File: src/rtl/sdram_port_arbiter.sv
// rtl/sdram_port_arbiter.sv - two-port round-robin arbiter onto a single-beat AXI4 master
//
// Purpose: grants one of two level-sensitive requesters, latches its command,
// runs one single-beat 32-bit AXI write or read, and returns a one-cycle ack
// together with the read data and the error flag.
//
// Ports:
//   aclk, areset          clock, synchronous active-high reset
//   init_done             SDRAM controller ready; gates new grants only
//   pN_req/we/addr/wdata  requester N command, held until pN_ack
//   pN_ack                one-cycle completion strobe for requester N
//   rsp_rdata, rsp_err    response data/error, valid while an ack is high
//   m_axi_aw*/w*/b*       write address, write data and write response channels
//   m_axi_ar*/r*          read address and read data channels
module sdram_port_arbiter #(
    parameter int ADDR_WIDTH = 25
) (
    input  logic                  aclk,
    input  logic                  areset,
    input  logic                  init_done,
    input  logic                  p0_req,
    input  logic                  p0_we,
    input  logic [ADDR_WIDTH-1:0] p0_addr,
    input  logic [31:0]           p0_wdata,
    output logic                  p0_ack,
    input  logic                  p1_req,
    input  logic                  p1_we,
    input  logic [ADDR_WIDTH-1:0] p1_addr,
    input  logic [31:0]           p1_wdata,
    output logic                  p1_ack,
    output logic [31:0]           rsp_rdata,
    output logic                  rsp_err,
    output logic [ADDR_WIDTH-1:0] m_axi_awaddr,
    output logic                  m_axi_awvalid,
    input  logic                  m_axi_awready,
    output logic [31:0]           m_axi_wdata,
    output logic [3:0]            m_axi_wstrb,
    output logic                  m_axi_wvalid,
    input  logic                  m_axi_wready,
    input  logic [1:0]            m_axi_bresp,
    input  logic                  m_axi_bvalid,
    output logic                  m_axi_bready,
    output logic [ADDR_WIDTH-1:0] m_axi_araddr,
    output logic                  m_axi_arvalid,
    input  logic                  m_axi_arready,
    input  logic [31:0]           m_axi_rdata,
    input  logic [1:0]            m_axi_rresp,
    input  logic                  m_axi_rvalid,
    output logic                  m_axi_rready
);

    typedef enum logic [2:0] {
        IDLE  = 3'd0,
        WADDR = 3'd1,
        WRESP = 3'd2,
        RADDR = 3'd3,
        RDATA = 3'd4,
        DONE  = 3'd5
    } state_t;

    // Clears the two byte-offset bits so every access is word aligned.
    localparam logic [ADDR_WIDTH-1:0] WORD_MASK = {{(ADDR_WIDTH-2){1'b1}}, 2'b00};

    state_t                  state;
    state_t                  state_nxt;
    logic                    last_grant;
    logic                    grant_port;
    logic [ADDR_WIDTH-1:0]   lat_addr;
    logic [31:0]             lat_wdata;
    logic                    aw_done;
    logic                    w_done;

    logic                    grant_any;
    logic                    grant_sel;
    logic                    sel_we;
    logic [ADDR_WIDTH-1:0]   sel_addr;
    logic [31:0]             sel_wdata;
    logic                    aw_hs;
    logic                    w_hs;

    // Round-robin pick: a lone requester wins; on a tie the port that did not
    // win last time goes next.
    always_comb begin
        grant_any = init_done & (p0_req | p1_req);
        if (p0_req && p1_req) begin
            grant_sel = ~last_grant;
        end else begin
            grant_sel = p1_req;
        end
        sel_we    = grant_sel ? p1_we    : p0_we;
        sel_addr  = grant_sel ? p1_addr  : p0_addr;
        sel_wdata = grant_sel ? p1_wdata : p0_wdata;
    end

    assign aw_hs = m_axi_awvalid & m_axi_awready;
    assign w_hs  = m_axi_wvalid  & m_axi_wready;

    always_comb begin
        state_nxt = state;
        case (state)
            IDLE: begin
                if (grant_any) begin
                    state_nxt = sel_we ? WADDR : RADDR;
                end
            end
            WADDR: begin
                // AW and W complete independently; leave only once both have.
                if ((aw_done || aw_hs) && (w_done || w_hs)) begin
                    state_nxt = WRESP;
                end
            end
            WRESP: begin
                if (m_axi_bvalid) begin
                    state_nxt = DONE;
                end
            end
            RADDR: begin
                if (m_axi_arready) begin
                    state_nxt = RDATA;
                end
            end
            RDATA: begin
                if (m_axi_rvalid) begin
                    state_nxt = DONE;
                end
            end
            DONE:    state_nxt = IDLE;
            default: state_nxt = IDLE;
        endcase
    end

    always_ff @(posedge aclk) begin
        if (areset) begin
            state      <= IDLE;
            last_grant <= 1'b1;
            grant_port <= 1'b0;
            lat_addr   <= '0;
            lat_wdata  <= '0;
            aw_done    <= 1'b0;
            w_done     <= 1'b0;
            rsp_rdata  <= '0;
            rsp_err    <= 1'b0;
        end else begin
            state <= state_nxt;
            case (state)
                IDLE: begin
                    if (grant_any) begin
                        last_grant <= grant_sel;
                        grant_port <= grant_sel;
                        lat_addr   <= sel_addr & WORD_MASK;
                        lat_wdata  <= sel_wdata;
                        aw_done    <= 1'b0;
                        w_done     <= 1'b0;
                    end
                end
                WADDR: begin
                    if (aw_hs) aw_done <= 1'b1;
                    if (w_hs)  w_done  <= 1'b1;
                end
                WRESP: begin
                    if (m_axi_bvalid) begin
                        rsp_err <= |(m_axi_bresp & 2'b10);
                    end
                end
                RDATA: begin
                    if (m_axi_rvalid) begin
                        rsp_rdata <= m_axi_rdata;
                        rsp_err   <= |(m_axi_rresp & 2'b10);
                    end
                end
                default: ;
            endcase
        end
    end

    assign m_axi_awaddr  = lat_addr;
    assign m_axi_araddr  = lat_addr;
    assign m_axi_wdata   = lat_wdata;
    assign m_axi_wstrb   = 4'hF;
    assign m_axi_awvalid = (state == WADDR) && !aw_done;
    assign m_axi_wvalid  = (state == WADDR) && !w_done;
    assign m_axi_bready  = (state == WRESP);
    assign m_axi_arvalid = (state == RADDR);
    assign m_axi_rready  = (state == RDATA);
    assign p0_ack        = (state == DONE) && !grant_port;
    assign p1_ack        = (state == DONE) &&  grant_port;

endmodule

File: config.mk
export PLATFORM = sky130hd
export DESIGN_NAME = sdram_port_arbiter
export DESIGN_NICKNAME = d
export VERILOG_FILES = /design/src/rtl/sdram_port_arbiter.sv
export SDC_FILE = /design/constraint.sdc
export NUM_CORES = 1
export LEC_CHECK = 0
export CAP_MARGIN = 0
export CORE_MARGIN = 1.5
export CORE_UTILIZATION = 37
export CTS_BUF_LIST = sky130_fd_sc_hd__clkbuf_4
export DETAILED_ROUTE_END_ITERATION = 10
export GPL_ROUTABILITY_DRIVEN = 0
export HOLD_SLACK_MARGIN = 0.1
export PLACE_DENSITY = 0.83
export SYNTH_ARGS = -nofsm -noshare
export SYNTH_HDL_FRONTEND = slang
export SYNTH_SLANG_ARGS = --single-unit
File: constraint.sdc
create_clock -name aclk -period 2.1 [get_ports aclk]
set_input_delay 0.42 -clock aclk [delete_from_list [all_inputs] [get_ports aclk]]
set_output_delay 0.42 -clock aclk [all_outputs]
set_load 0.03 [all_outputs]
After elaboration in Yosys (flattened, before gate mapping)
Cells that the tools add are included.

Add/subtract/negate cells: 0. Multipliers: 0. Div/mod/pow operators: 0. Order comparisons: 0. Equality and inequality tests: 12. Shift operators: 0. Muxes and demuxes: 19. Bitwise operators: 5. Reductions and logical operators: 20.

Operators with widths (number): 2-to-1 mux 32 bit (1); 2-to-1 mux 25 bit (1); 2-to-1 mux 3 bit (5); case mux 3 bit (5 select lines) (1); != test 2 bit, second input constant (6); AND reduction 3 bit (3); 2-to-1 mux 1 bit (7); equality test 3 x 2 -> 1 bit, second input constant (2); equality test 3 bit, second input constant (2); logical AND 1 bit (6); case mux 1 bit (2 select lines) (3); AND reduction 5 bit (1); AND reduction 2 bit (2); nonzero test 2 bit (2); AND 1 bit (3); equality test 3 x 1 -> 1 bit, second input constant (1); zero test 1 bit (3); zero test 3 bit (1); logical OR 1 bit (2); 2-to-1 mux 2 bit (1); != test 2 x 1 -> 1 bit, second input constant (1); inverter 1 bit (1); OR 1 bit (1).

Register bits: 95. Bits in latches: 0. Memory bits (writable): 0. ROM bits: 0. Word-level logic and storage cells: 65. Memories kept: 0.

Depth between registers and ports, before layout
Gate-level depths: netlist of the first run.

Depth after elaboration: 7. Gate-level depth with buffers: 6. Mapped depth without buffers: 3.

Worst setup path after synthesis of the first run
OpenSTA, ideal clock, no wires.

Path kind: flip-flop to output port. From: register state[0]. To: output p1_ack. Data arrival time: 1.648 ns. Data required time: 1.680 ns. Slack: 0.032 ns. Stages on the path, launching flop included: 4. Path buffers: 1. Cell sequence: dfxtp_1 > buf_2 > inv_1 > nor4b_1.

Cells in the longest elaborated chain, start to end: 2.

Ends and longest elaborated chain: start: declaration (RTL line 64) `state_t state;`; start signal: assignment (RTL line 144) `state <= state_nxt;`; equality test 3 bit (RTL line 186) `assign p1_ack = (state == DONE) && grant_port;`; logical AND 1 bit (RTL line 186); end: declaration (RTL line 30) `output logic p1_ack,`.

No other way between the ends.

Worst setup path after layout of the first run
From: register state[1]. To: output m_axi_wvalid.

Cells in the longest elaborated chain, start to end: 2.

Ends and longest elaborated chain: equality test 3 x 1 -> 1 bit (RTL line 181) `assign m_axi_wvalid = (state == WADDR) && !w_done;`; logical AND 1 bit (RTL line 181); end: declaration (RTL line 38) `output logic m_axi_wvalid,`.

No other way between the ends.

==> flow_summary_export.csv, run 1 <==
group,metric,value,unit
global_route,antenna_found_initial,1,
routing,drt_iter0_drc,288,
global_route,grt_start_max_net_pins,42,
global_route,grt_pass1_vias,4572,
setup_path,crit_chain,"buf_6 > or3b_4 > nor2_2 > buf_6",
layout,final_util,63.2,%
layout,finalInstanceArea,7190,um^2
power_and_ir_drop,seq_power_share,41.2,%
power_and_ir_drop,ir_drop,0.410,mV
clock_network,cts_tree,"done",
clock_network,postCtsHoldBufs,0,
placement,portBuffers,273,
yosys,synthCells,542,
setup_path,critical_path_required,1.68,ns
timing,period_share,97.0,%
setup_path,worst-path-max-fanout,4,
routing,drc,0,
yosys,syn-mean-instance-area,7.95,um^2
min_path,hold_class,"in2reg",
setup_path,start_kind,"flop",
routing,routed_wl,14900,um
power_and_ir_drop,pwr-share-clk,18.9,%
clock_network,ctsRootBufferMaster,"clkbuf_4",
routing,vias,4790,
yosys,synth-edff-count,0,
yosys,synthFlopType,"dfxtp_1",
timing,fin_ws,0.0630,ns
die,dieArea,12300,um^2
layout,area.growth.synth_to_final,66.9,%
placement,placed_area,7000,um^2
global_route,grtUsageTotal,22.9,%
die,initial_core_util,37.9,%
timing,setup-violations-final,0,
layout,final-seq-area,1910,um^2
setup_path,crit_top_cell,"buf_6",
routing,dr.pass1.iters,6,
setup_path,crit_slowest_cell,"or3b_4",
die,fp.dieH,111,um
layout,fin_nets,935,
routing,viasPerCell,5.20,
yosys,yosysSeqAreaShare,44.1,%
timing,setup_tns,0,ns
timing,final-max-slew-violation-count,0,
clock_network,cts_buffer_depth,2,
clock_network,clkTransAtPathRegs,0.14,ns
setup_path,critPathKind,"reg2out",
power_and_ir_drop,power.density,712,nW/um^2
power_and_ir_drop,switchingPower,1.81,mW
clock_network,clock_sinks,95,
layout,multi_input_area,1960,um^2
power_and_ir_drop,p_comb_share,39.9,%
yosys,ys_types,37,
yosys,synth-async-reset-ratio,0,%
timing,max_freq,491,MHz
clock_network,h-tree-depth,3,
run_status,status,"complete, no violations",
yosys,ys_seq_elements,95,
placement,hpwl,10700,um
die,coreArea,11400,um^2
timing,hold_viol_final,0,
power_and_ir_drop,switching_share,35.2,%
clock_network,numCtsBuffers,9,
timing,skew,0.0112,ns
yosys,synthesis.area,4310,um^2
routing,postRouteAntennaNets,0,
yosys,yosys_warnings,0,
routing,avgRoutedWirePerCell,16.2,um
timing,period_needed,2.04,ns
die,die_x,111,um
die,num_io_pins,288,
die,num_rows,39,
layout,drive_gt1_share,7.46,%
power_and_ir_drop,p_leak,2.60,nW
placement,dp_slack,0.0467,ns
clock_network,clk_latency,0.43,ns
global_route,grt-ovfl-total,0,
setup_path,crit_path_end_kind,"output port",
power_and_ir_drop,internal-power,3.32,mW
setup_path,r2r_slack,0.27,ns
job,max_cap_violations,0,
setup_path,cp.arrival,1.62,ns
layout,fill_cells,969,
setup_path,crit_path_max_incr_delay,0.42,ns
global_route,grt_pass1_wl,23000,um
[power by group through the flow]
stage	combinational, mW	clock, mW	sequential, mW
6_report	2.04	0.969	2.11
5_1_grt	2.15	1.08	2.14
4_1_cts	2.03	1.01	2.11
3_5_place_dp	2.01	0	2.14
3_3_place_gp	1.97	0	2.14
2_1_floorplan	0.868	0	2.43
[Yosys cell counts (3+ instances only)]
cell        n  share of area [%]
nand2_1   176                 15
dfxtp_1    95                 44
a21oi_1    91                 11
a311oi_1   55                 11
buf_4      32                5.6
clkbuf_1   26                2.3
buf_2      17                2.0
buf_6       7                1.8
nor2_1      6               0.52
inv_1       3               0.26
nor3_1      3               0.35
[per-layer routing]
layer	vias to the layer above	wire [um]	part of all wire (%)	GRT usage [%]
met3	26	1090	7.3	5.74
met4	0	293	2.0	8.12
li1	2312	-	-	-
met5	-	0	0	0
met1	2241	5950	40	26.8
met2	211	7560	51	40.5
[critical path: cells and delay by family, from the launching register on]
| family | cells | cell delay (ns) |
|---|---|---|
| flops | 1 | 0.38 |
| simple gates | 2 | 0.54 |
| buf+inv | 2 | 0.26 |
[registers in the layout, indices dropped and copies added, names as in the netlist]
register / flops
m_axi_wdata: 32
rsp_rdata: 32
m_axi_araddr: 23
state: 3
aw_done: 1
grant_port: 1
last_grant: 1
rsp_err: 1
w_done: 1
[timing repair]
| action | 4_1_cts | 5_1_grt |
|---|---|---|
| pin swaps | 2 | 2 |
| gates resized for setup | 14 | 9 |
| endpoints found under the setup margin | 6 | 4 |
| setup buffers | 2 | 3 |
[stage by stage]
| step | hold WS [ns] | total power [mW] | instances |
|---|---|---|---|
| floorplan | 0.462 | 3.30 | 548 |
| global placement | 0.442 | 4.11 | 901 |
| detailed placement | 0.446 | 4.15 | 901 |
| CTS | 0.365 | 5.15 | 919 |
| global route | 0.394 | 5.36 | 922 |
| finish | 0.421 | 5.12 | 922 |
[final cells by class]
cell class                 instances  area share, %
multi-input combinational        368           27.3
timing repair buffer             296           41.7
antenna                            1         0.0348
tap                              143           2.49
sequential                        95           26.6
clock buffer                      11           1.15
clock inverter                     5          0.679
inverter                           3          0.157
[placed cells by master (no fill, tap or decap), drive strengths merged]
master / synthesis / final
a21bo: 1 / 1
a21boi: 1 / 1
a21oi: 91 / 91
a311oi: 55 / 55
a31oi: 1 / 1
a32o: 1 / 1
buf: 56 / 27
bufinv: 0 / 1
clkbuf: 26 / 13
clkdlybuf4s50: 0 / 265
clkinv: 0 / 4
conb: 2 / 8
dfxtp: 95 / 95
diode: 0 / 1
dlygate4sd2: 0 / 2
inv: 3 / 3
mux2: 1 / 1
mux2i: 1 / 1
nand2: 176 / 176
nand2b: 1 / 1
nand3: 2 / 2
nand4bb: 1 / 1
nor2: 7 / 7
nor3: 3 / 3
nor3b: 2 / 2
nor4: 1 / 1
nor4b: 2 / 2
nor4bb: 2 / 2
o21ai: 2 / 2
o22a: 1 / 1
o2bb2ai: 1 / 1
o31a: 1 / 1
o31ai: 1 / 1
o32ai: 1 / 1
or2: 2 / 2
or3b: 1 / 1
or4b: 1 / 1
[final timing paths]
kind	start	endpoint	cells past startpoint
setup / recovery	state[1]	m_axi_wvalid	4
hold / removal	areset	rsp_rdata[9]	2
setup reg to reg	state[1]	m_axi_araddr[4]	6
hold reg to reg	rsp_rdata[28]	rsp_rdata[28]	2
[cell families (layout without fill, tap and decap cells)]
family,Yosys count,count (layout),share of synthesized area (%)
compound gates,157,157,23.8
buf+inv,85,315,11.9
flops,95,95,44.1
simple gates,201,201,19.4
other cells,2,9,0.174
mux,2,2,0.494
(Power assumes the default switching activity.)
==> inputs of run 2 (changes only) <==
CAP_MARGIN = unset   (was 0)
==> results of run 2 <==
Same layout as run 1: the final DEF is identical, and so are final timing and power.
==> inputs of run 3 (changes only) <==
CAP_MARGIN = 20   (was unset)
==> results of run 3 <==
Same layout as run 1: the final DEF is identical, and so are final timing and power.
